[src/rtl/lt_aux_pkg.sv]
// lt_aux_pkg: shared AUX command encodings, arbiter/buffer states and the request header
package lt_aux_pkg;
    localparam logic [1:0] AUX_NATIVE_WR = 2'b00;
    localparam logic [1:0] AUX_NATIVE_RD = 2'b01;
    localparam logic [1:0] AUX_I2C_WR    = 2'b10;
    localparam logic [1:0] AUX_I2C_RD    = 2'b11;
    typedef enum logic [1:0] {ST_IDLE, ST_SEND, ST_WAIT_REPLY} arb_state_t;
    typedef enum logic {OWN_CR, OWN_EQ} owner_t;
    typedef enum logic [1:0] {BUF_EMPTY, BUF_CAPTURE, BUF_PENDING} buf_state_t;
    typedef struct packed {
        logic [1:0]  cmd;
        logic [19:0] address;
        logic [7:0]  len;
    } req_hdr_t;
endpackage

[src/rtl/lt_aux_req_buf.sv]
// lt_aux_req_buf: captures one source's streamed AUX request, clips its length and flags drops
module lt_aux_req_buf
    import lt_aux_pkg::*;
#(
    parameter int BUF_DEPTH = 16,
    parameter int AW = $clog2(BUF_DEPTH)
) (
    input  logic          clk,
    input  logic          rst,
    input  logic          vld,
    input  logic [1:0]    cmd,
    input  logic [19:0]   address,
    input  logic [7:0]    len,
    input  logic [7:0]    data,
    input  logic [AW-1:0] rd_idx,
    input  logic          free,
    output logic          pending,
    output req_hdr_t      hdr,
    output logic [7:0]    rd_data,
    output logic          drop
);
    localparam logic [7:0] LAST = 8'(BUF_DEPTH - 1);
    logic [7:0] mem [BUF_DEPTH];
    buf_state_t st;
    logic [7:0] idx;
    logic [7:0] raw_len;
    // pending covers both waiting-for-grant and in-flight; only the arbiter's free releases it
    assign pending = st == BUF_PENDING;
    assign rd_data = mem[rd_idx];
    // capture beats, discard overflow bytes, and pulse drop on clip, early end or busy beat
    always_ff @(posedge clk) begin
        if (rst) begin
            st      <= BUF_EMPTY;
            idx     <= '0;
            raw_len <= '0;
            hdr     <= '0;
            drop    <= 1'b0;
        end else begin
            drop <= 1'b0;
            case (st)
                BUF_EMPTY: if (vld) begin
                    hdr     <= '{cmd: cmd, address: address,
                                 len: (!cmd[0] && len > LAST) ? LAST : len};
                    raw_len <= len;
                    mem['0] <= data;
                    idx     <= 8'd1;
                    st      <= (cmd[0] || len == 8'd0) ? BUF_PENDING : BUF_CAPTURE;
                end
                BUF_CAPTURE: if (!vld) begin
                    st   <= BUF_EMPTY;
                    drop <= 1'b1;
                end else begin
                    if (idx <= LAST) mem[idx[AW-1:0]] <= data;
                    idx <= idx + 8'd1;
                    if (idx == raw_len) begin
                        st   <= BUF_PENDING;
                        drop <= raw_len > LAST;
                    end
                end
                default: begin
                    drop <= vld;
                    if (free) st <= BUF_EMPTY;
                end
            endcase
        end
    end
endmodule

[src/rtl/lt_aux_req_arbiter.sv]
// lt_aux_req_arbiter: serializes buffered CR/EQ AUX requests and routes replies to the owner
module lt_aux_req_arbiter
    import lt_aux_pkg::*;
#(
    parameter int BUF_DEPTH = 16,
    parameter int REPLY_TIMEOUT = 400
) (
    input  logic        clk,
    input  logic        rst,
    input  logic        cr_transaction_vld,
    input  logic [1:0]  cr_cmd,
    input  logic [19:0] cr_address,
    input  logic [7:0]  cr_len,
    input  logic [7:0]  cr_data,
    input  logic        eq_transaction_vld,
    input  logic [1:0]  eq_cmd,
    input  logic [19:0] eq_address,
    input  logic [7:0]  eq_len,
    input  logic [7:0]  eq_data,
    input  logic        ctrl_ack_flag,
    input  logic        ctrl_native_failed,
    output logic        lt_transaction_vld,
    output logic [1:0]  lt_cmd,
    output logic [19:0] lt_address,
    output logic [7:0]  lt_len,
    output logic [7:0]  lt_data,
    output logic        cr_ctrl_ack_flag,
    output logic        cr_ctrl_native_failed,
    output logic        eq_ctrl_ack_flag,
    output logic        eq_ctrl_native_failed,
    output logic        lt_req_drop
);
    localparam int AW = $clog2(BUF_DEPTH);
    localparam int TW = $clog2(REPLY_TIMEOUT + 1);
    arb_state_t state, state_n;
    owner_t owner, owner_n, pick, src;
    logic [AW-1:0] beat, beat_n, rd_idx;
    logic [TW-1:0] tmo, tmo_n;
    logic cr_pending, eq_pending, cr_free, eq_free, cr_drop, eq_drop;
    req_hdr_t cr_hdr, eq_hdr, hdr;
    logic [7:0] cr_rd, eq_rd, rdd;
    logic vld_n, last, fail;
    logic [1:0] cmd_n;
    logic [19:0] addr_n;
    logic [7:0] len_n, data_n;
    logic cr_ack_n, cr_fail_n, eq_ack_n, eq_fail_n;

    lt_aux_req_buf #(.BUF_DEPTH(BUF_DEPTH)) u_cr_buf (
        .clk(clk), .rst(rst), .vld(cr_transaction_vld), .cmd(cr_cmd), .address(cr_address),
        .len(cr_len), .data(cr_data), .rd_idx(rd_idx), .free(cr_free),
        .pending(cr_pending), .hdr(cr_hdr), .rd_data(cr_rd), .drop(cr_drop)
    );
    lt_aux_req_buf #(.BUF_DEPTH(BUF_DEPTH)) u_eq_buf (
        .clk(clk), .rst(rst), .vld(eq_transaction_vld), .cmd(eq_cmd), .address(eq_address),
        .len(eq_len), .data(eq_data), .rd_idx(rd_idx), .free(eq_free),
        .pending(eq_pending), .hdr(eq_hdr), .rd_data(eq_rd), .drop(eq_drop)
    );

    // in IDLE the byte/header for a fresh grant is read combinationally so the first beat is registered directly
    assign pick        = cr_pending ? OWN_CR : OWN_EQ;
    assign src         = state == ST_IDLE ? pick : owner;
    assign hdr         = src == OWN_CR ? cr_hdr : eq_hdr;
    assign rdd         = src == OWN_CR ? cr_rd : eq_rd;
    assign rd_idx      = state == ST_SEND ? beat + 1'b1 : '0;
    assign last        = lt_cmd[0] || beat == lt_len[AW-1:0];
    assign fail        = ctrl_native_failed || tmo == TW'(REPLY_TIMEOUT);
    assign lt_req_drop = cr_drop | eq_drop;

    // next-state and next-output decode; replies outside WAIT_REPLY fall through to the defaults
    always_comb begin
        state_n   = state;
        owner_n   = owner;
        beat_n    = beat;
        tmo_n     = tmo;
        vld_n     = 1'b0;
        cmd_n     = lt_cmd;
        addr_n    = lt_address;
        len_n     = lt_len;
        data_n    = lt_data;
        cr_ack_n  = 1'b0;
        cr_fail_n = 1'b0;
        eq_ack_n  = 1'b0;
        eq_fail_n = 1'b0;
        cr_free   = 1'b0;
        eq_free   = 1'b0;
        case (state)
            ST_IDLE: if (cr_pending || eq_pending) begin
                state_n = ST_SEND;
                owner_n = pick;
                beat_n  = '0;
                vld_n   = 1'b1;
                cmd_n   = hdr.cmd;
                addr_n  = hdr.address;
                len_n   = hdr.len;
                data_n  = rdd;
            end
            ST_SEND: if (last) begin
                state_n = ST_WAIT_REPLY;
                tmo_n   = '0;
            end else begin
                vld_n  = 1'b1;
                beat_n = beat + 1'b1;
                data_n = rdd;
            end
            default: begin
                tmo_n = tmo == TW'(REPLY_TIMEOUT) ? tmo : tmo + 1'b1;
                if (fail || ctrl_ack_flag) begin
                    state_n   = ST_IDLE;
                    cr_free   = owner == OWN_CR;
                    eq_free   = owner == OWN_EQ;
                    cr_fail_n = fail && owner == OWN_CR;
                    eq_fail_n = fail && owner == OWN_EQ;
                    cr_ack_n  = !fail && owner == OWN_CR;
                    eq_ack_n  = !fail && owner == OWN_EQ;
                end
            end
        endcase
    end

    // state and registered outputs
    always_ff @(posedge clk) begin
        if (rst) begin
            state                 <= ST_IDLE;
            owner                 <= OWN_CR;
            beat                  <= '0;
            tmo                   <= '0;
            lt_transaction_vld    <= 1'b0;
            lt_cmd                <= '0;
            lt_address            <= '0;
            lt_len                <= '0;
            lt_data               <= '0;
            cr_ctrl_ack_flag      <= 1'b0;
            cr_ctrl_native_failed <= 1'b0;
            eq_ctrl_ack_flag      <= 1'b0;
            eq_ctrl_native_failed <= 1'b0;
        end else begin
            state                 <= state_n;
            owner                 <= owner_n;
            beat                  <= beat_n;
            tmo                   <= tmo_n;
            lt_transaction_vld    <= vld_n;
            lt_cmd                <= cmd_n;
            lt_address            <= addr_n;
            lt_len                <= len_n;
            lt_data               <= data_n;
            cr_ctrl_ack_flag      <= cr_ack_n;
            cr_ctrl_native_failed <= cr_fail_n;
            eq_ctrl_ack_flag      <= eq_ack_n;
            eq_ctrl_native_failed <= eq_fail_n;
        end
    end
endmodule

[config.mk]
export PLATFORM = sky130hd
export DESIGN_NAME = lt_aux_req_arbiter
export DESIGN_NICKNAME = d
export VERILOG_FILES = /design/src/rtl/lt_aux_pkg.sv /design/src/rtl/lt_aux_req_buf.sv /design/src/rtl/lt_aux_req_arbiter.sv
export SDC_FILE = /design/constraint.sdc
export NUM_CORES = 1
export LEC_CHECK = 0
export CORE_MARGIN = 1.5
export CORE_UTILIZATION = 60
export DETAILED_ROUTE_END_ITERATION = 8
export PLACE_DENSITY = 0.79
export SLEW_MARGIN = 20
export SYNTH_ARGS = -nofsm -noshare
export SYNTH_HDL_FRONTEND = slang
export SYNTH_SLANG_ARGS = --single-unit
[constraint.sdc]
create_clock -name clk -period 6.6 [get_ports clk]
set_input_delay 1.32 -clock clk [delete_from_list [all_inputs] [get_ports clk]]
set_output_delay 1.32 -clock clk [all_outputs]
set_load 0.01 [all_outputs]
# [After elaboration in Yosys (flattened, before gate mapping)]
# Memories as Yosys holds them, arrays and structs flattened.
# Cells that the tools add are included.
[totals] ram_bits=256 mem_count=2 regBits=157 wordCells=177 output_inout_bits=44
[op_classes] n_mux=75 reduce_logical=40 bitwise_logic=4 n_addsub=4 n_lt_le_gt_ge=6 n_eq_ne=19
[memory_table] name="u_cr_buf.mem" depth=16 word_bits=8 rd=1 rd_ports_with_merged_regs=0 write_ports=1 line="lt_aux_req_buf.sv:23" text="logic [7:0] mem [BUF_DEPTH];"
[memory_table] name="u_eq_buf.mem" depth=16 word_bits=8 rd=1 rd_ports_with_merged_regs=0 write_ports=1 line="lt_aux_req_buf.sv:23"
[op_table] cell="8-bit two-way mux" n=11
[op_table] cell="8-bit one-hot mux with 2 select lines" n=3
[op_table] cell="8-bit by 4-bit > comparator with 1-bit output, second input constant" n=4
[op_table] cell="1-bit two-way mux" n=32
[op_table] cell="30-bit two-way mux" n=1
[op_table] cell="2-bit two-way mux" n=13
[op_table] cell="3-bit AND reduction" n=7
[op_table] cell="4-bit two-way mux" n=5
[op_table] cell="9-bit two-way mux" n=2
[op_table] cell="9-bit one-hot mux with 2 select lines" n=1
[op_table] cell="8-bit by 1-bit adder with 8-bit output, second input constant" n=2
[op_table] cell="8-bit == test" n=2
[op_table] cell="8-bit by 4-bit less-or-equal comparator with 1-bit output, second input constant" n=2
[op_table] cell="8-bit zero test" n=2
[op_table] cell="8-bit OR reduction" n=2
[op_table] cell="2-bit inequality test, second input constant" n=7
[op_table] cell="2-bit one-hot mux with 2 select lines" n=3
[op_table] cell="9-bit by 1-bit adder with 9-bit output, second input constant" n=1
[op_table] cell="9-bit == test, second input constant" n=1
[op_table] cell="3-bit nonzero test" n=3
[op_table] cell="4-bit one-hot mux with 2 select lines" n=1
[op_table] cell="2-bit by 1-bit == test with 1-bit output, second input constant" n=3
[op_table] cell="1-bit logical AND" n=6
[op_table] cell="2-bit zero test" n=3
[op_table] cell="14 further kinds" n=31

# [Logic depth before layout (Yosys ltp)]
[logic_depth] depth_word=8 ltp_mapped=10

# [By module]
# Synthesis repeated with hierarchy kept, for this count alone.
[hier_totals] hier_cells=1228 area_unflattened_um2=16467.0
[modules_own_cells] module="lt_aux_req_buf (u_eq_buf)" cells_each=467 seq_area_each_um2=4824.6 area_per_inst_um2=6895.4 n_inst=1
[modules_own_cells] module="lt_aux_req_buf (u_cr_buf)" cells_each=465 seq_area_each_um2=4824.6 area_per_inst_um2=6855.3 n_inst=1
[modules_own_cells] module="lt_aux_req_arbiter" cells_each=296 seq_area_each_um2=1181.1 area_per_inst_um2=2716.4 n_inst=1

# [Worst setup path before layout]
# Ideal clock, no wire load.
[synth_timing] path_type="input-to-reg" from="in cr_transaction_vld" to="mem u_cr_buf.mem[0][0] (enable)" path_slack_ns=3.361 stages=5 t_arrival_ns=2.852 t_required_ns=6.212 setup_ns=0.388 cell_sequence="nor2b_1 > clkbuf_1 > nand2_1 > or3_1 > o32ai_1"
[synth_between] elab_chain_cells=6
[synth_lines] element="start, declared" line="lt_aux_req_arbiter.sv:10" text="input logic cr_transaction_vld,"
[synth_lines] element="1-bit two-way mux" line="lt_aux_req_buf.sv:49" text="BUF_CAPTURE: if (!vld) begin"
[synth_lines] element="1-bit two-way mux" line="lt_aux_req_buf.sv:40" text="case (st)"
[synth_lines] element="1-bit two-way mux" line="lt_aux_req_buf.sv:32" text="if (rst) begin"
[synth_lines] element="1-bit two-way mux (implied by the code)" line="lt_aux_req_buf.sv:53" text="if (idx <= LAST) mem[idx[AW-1:0]] <= data;"
[synth_lines] element="8-bit OR reduction (no source line)"
[synth_lines] element="4-bit two-way mux (no source line) / 1-bit two-way mux (equally long branches)"
[synth_lines] element="end, declared" line="lt_aux_req_buf.sv:23"
# Several ways; a longest one is shown, not always the timed one.

# [Worst setup path after layout]
[layout_timing] from="reg beat[0]" to="reg lt_data[2]"
[layout_between] elab_chain_cells=6
[layout_lines] element="start, declared" line="lt_aux_req_arbiter.sv:37" text="logic [AW-1:0] beat, beat_n, rd_idx;"
[layout_lines] element="start signal, assigned" line="lt_aux_req_arbiter.sv:139" text="beat <= beat_n;"
[layout_lines] element="4-bit by 1-bit adder with 4-bit output" line="lt_aux_req_arbiter.sv:64" text="assign rd_idx = state == ST_SEND ? beat + 1'b1 : '0;"
[layout_lines] element="4-bit two-way mux" line="lt_aux_req_arbiter.sv:64"
[layout_lines] element="memory 16 x 8 bit"
[layout_lines] element="8-bit two-way mux" line="lt_aux_req_arbiter.sv:63" text="assign rdd = src == OWN_CR ? cr_rd : eq_rd;"
[layout_lines] element="8-bit two-way mux, on equally long branches" line="lt_aux_req_arbiter.sv:97, lt_aux_req_arbiter.sv:87"
[layout_lines] element="8-bit one-hot mux with 2 select lines" line="lt_aux_req_arbiter.sv:86" text="case (state)"
[layout_lines] element="end signal, assigned" line="lt_aux_req_arbiter.sv:145" text="lt_data <= data_n;"
[layout_lines] element="end, declared" line="lt_aux_req_arbiter.sv:26" text="output logic [7:0] lt_data,"
# Several ways; a longest one is shown, not always the timed one. The select of a mux whose other input is x is not followed.
# A chain may end at the register's enable or synchronous reset.

==> flow_metrics.env <==
export IMPL_status="finished clean"
export IMPL_cp_num_cells=8
export IMPL_r2r_cells=8
export IMPL_synthCells=1433
export IMPL_max_slew_margin=0.2764
export IMPL_worstHoldStart="u_cr_buf.hdr[4]$_SDFFE_PP0P_"
export IMPL_htreeDepth=2
export IMPL_postRouteAntennaNets=0
export IMPL_routedWlPerCell_um=22.37
export IMPL_drive_above_1_share=0.09734
export IMPL_critPathRequiredTime_ns=7.04
export IMPL_rsz0062_at_grt="no"
export IMPL_holdPathEnd="u_cr_buf.hdr[4]$_SDFFE_PP0P_"
export IMPL_area_growth_pct=15.79
export IMPL_grt_pass1_vias=11904
export IMPL_whs_ns=0.4537
export IMPL_cts_setup_buffers=0
export IMPL_die_x_um=172.3
export IMPL_first_pass_iters=6
export IMPL_synth_cell_types=79
export IMPL_sw_frac_of_total=0.2517
export IMPL_placed_cells=1846
export IMPL_hold_buffers=0
export IMPL_gp_congestion=0.8277
export IMPL_finClkSkew_ns=0.01520
export IMPL_async_reset_ff_frac=0
export IMPL_internal_power_uw=4470
export IMPL_grt_usage=0.2951
export IMPL_startpoint_type="register"
export IMPL_ios=126
export IMPL_p_sw_uw=1504
export IMPL_nFillCells=1908
export IMPL_combPwrFrac=0.133
export IMPL_ys_seq_area_frac=0.6296
export IMPL_initial_core_util=0.6142
export IMPL_drv_slew=0
export IMPL_max_cap_violations=0
export IMPL_fin_cells=1919
export IMPL_cts_resized=0
export IMPL_syn_area_um2=17200
export IMPL_final_common_cell="edfxtp_1"
export IMPL_p_seq_frac=0.487
export IMPL_fin_tns_setup_ns=0
export IMPL_r2r_end="lt_data[2]$_SDFFE_PP0P_"
export IMPL_max_freq_mhz=264.8
export IMPL_ff2ff_setup_slack_ns=2.82
export IMPL_rows=61
export IMPL_n_antenna_cell=0
export IMPL_wl_um=42930
export IMPL_design_area_um2=19920
export IMPL_grt_max_degree=83
export IMPL_hold_viol_final=0
export IMPL_fin_crit_sh=0.5722
export IMPL_drtIter0Drc=1155
export IMPL_nets=1597
export IMPL_clkTransAtPathRegs_ns=0.06
export IMPL_clock_sinks=413
export IMPL_vdd_drop_max_v=0.0002498
export IMPL_path_cells="ha_4, buf_4, mux4_2, o21ai_0, o21ai_0, o32ai_1, o22ai_1, a31o_1"
export IMPL_worst_hold_path_type="reg2reg"
export IMPL_coreArea_um2=28010
export IMPL_synth_nets=1520
export IMPL_die_area_um2=29700
export IMPL_cp_max_fo=74
export IMPL_clk_latency_ns=0.54
export IMPL_cp_end_kind="register"
export IMPL_cp_num_buf_inv=1
export IMPL_route_vias_total=12063
export IMPL_avgSynthCellArea_um2=12.00
export IMPL_tightest_slew_ns=1.077
export IMPL_detail_route_vias_per_cell=6.286
export IMPL_power_uw=5974
export IMPL_critical_path_max_stage_delay_ns=0.86
export IMPL_post_route_min_period_ns=3.776
export IMPL_worstPathArrival_ns=4.21
export IMPL_cts_buffer_depth=3
export IMPL_synthFlopType="edfxtp_1"
export IMPL_total_leakage_power_uw=0.006519
export IMPL_dp_hpwl_um=26870
export IMPL_dpl_cell_area_um2=18570
export IMPL_ys_warnings_count=0
export IMPL_synth_edf_count=256
export IMPL_cpLargestDelayFamily="buffers and inverters"
export IMPL_power_frac_clock=0.380
export IMPL_cts_tree="built"
export IMPL_setup_violations=0
export IMPL_slowest_stage="buf_4"
export IMPL_synth_seq_cells=413
export IMPL_gr_total_overflow=0
export IMPL_power_density_nw_per_um2=299.9
export IMPL_regToRegStartpoint="beat[0]$_SDFFE_PP0P_"
export IMPL_io_buffers=125
export IMPL_die_h_um=172.3
export IMPL_layout_common_cells="edfxtp_1, nand2_1, dfxtp_1, nor2_1, clkdlybuf4s50_1"
export IMPL_drc=0
export IMPL_whs_path_depth=2
export IMPL_critPathKind="reg2reg"
export IMPL_cts_root_buffer_cell="clkbuf_16"
export IMPL_path_common_cell="o21ai_0"
export IMPL_cts_buffers=40
export IMPL_antenna_found_initial=0
export IMPL_grt_pass1_wl_um=66160
[per-layer routing]
layer | part of all wire | wire length [um] | GRT usage | vias up
li1 | - | - | - | 5495
met1 | 0.39 | 16800 | 0.3749 | 5793
met2 | 0.47 | 20220 | 0.4881 | 657
met3 | 0.10 | 4367 | 0.07874 | 118
met4 | 0.036 | 1539 | 0.1070 | 0
met5 | 0 | 0 | 0 | -
[tightest hold or removal path, cell delays in order, from the launching register on]
cell and delay [ns]:
dfxtp_1 0.31, nand2_1 0.05, a21oi_1 0.05
[metrics by stage]
step	worst slack, ns	util
after floorplan	3.361	-
after global routing	2.608	0.7111
after detailed placement	2.333	0.6629
after global placement	2.510	0.6629
final	2.824	0.7111
after CTS	2.820	0.7100
[synth_stat cells, types with 7 or more instances]
| cell | count | share of area |
|---|---|---|
| nand2_1 | 176 | 0.038 |
| mux2i_1 | 53 | 0.031 |
| dfxtp_1 | 157 | 0.18 |
| o311a_1 | 7 | 0.0041 |
| a211oi_1 | 45 | 0.020 |
| nor2_1 | 129 | 0.028 |
| a2111oi_0 | 10 | 0.0051 |
| mux2_2 | 11 | 0.0072 |
| edfxtp_1 | 256 | 0.45 |
| a211oi_2 | 7 | 0.0051 |
| nand2b_1 | 24 | 0.0087 |
| buf_4 | 15 | 0.0065 |
| o21ai_0 | 25 | 0.0073 |
| nand3_1 | 33 | 0.0096 |
| a21oi_1 | 102 | 0.030 |
| clkbuf_1 | 56 | 0.012 |
| buf_2 | 28 | 0.0081 |
| nor2b_1 | 19 | 0.0069 |
| xnor2_1 | 8 | 0.0041 |
| o22ai_1 | 35 | 0.013 |
| xor2_1 | 25 | 0.013 |
| mux4_2 | 20 | 0.026 |
| nor3_1 | 25 | 0.0073 |
| nor4_1 | 10 | 0.0036 |
[how the worst max path moves through the flow]
stage                                         endpoint  slack [ns]            startpoint
after CTS                      lt_data[2]$_SDFFE_PP0P_        2.82  beat[0]$_SDFFE_PP0P_
after global routing           lt_data[5]$_SDFFE_PP0P_        2.61  beat[0]$_SDFFE_PP0P_
final                          lt_data[2]$_SDFFE_PP0P_        2.82  beat[0]$_SDFFE_PP0P_
after floorplan           u_cr_buf.mem[0][0]$_DFFE_PP_        3.36    cr_transaction_vld
after detailed placement  u_cr_buf.mem[0][1]$_DFFE_PP_        2.33    cr_transaction_vld
after global placement    u_cr_buf.mem[0][1]$_DFFE_PP_        2.51    cr_transaction_vld
[state kept, by name, indices dropped and copies added (netlist names), 9 cells and up]
name	count
u_cr_buf.mem	128
tmo	9
u_eq_buf.hdr	30
lt_address	20
u_eq_buf.mem	128
u_cr_buf.hdr	30
[power groups by stage]
stage / registers, uW / logic, uW / clock network (uW)
after floorplan: 2950 / 473 / 0
after global placement: 2960 / 764 / 0
after detailed placement: 2960 / 781 / 0
after CTS: 2910 / 789 / 2280
after global routing: 2920 / 853 / 2380
final: 2910 / 793 / 2270
[final cells by class]
type	instances	area (um^2)	area share
Clock buffer	56	1152	0.05785
Clock inverter	17	166.4	0.008354
Inverter	9	33.78	0.001696
Multi-Input combinational cell	905	5893	0.2959
Sequential cell	413	10830	0.5438
Tap cell	378	473.0	0.02374
Timing Repair Buffer	141	1369	0.06872
[kinds of logic (layout without fill, tap and decap cells)]
logic type               count (synthesis)  count (layout)  synth area share
AO/OA/AOI/OAI                          321             321            0.1280
XOR/XNOR                                33              33           0.01680
adder cells (fa/ha/maj)                  5               5          0.003637
buffers and inverters                  115             223           0.03171
flip-flops                             413             413            0.6296
multiplexers                            90              90           0.06902
AND/OR/NAND/NOR                        456             456            0.1212
(Power assumes the default switching activity.)
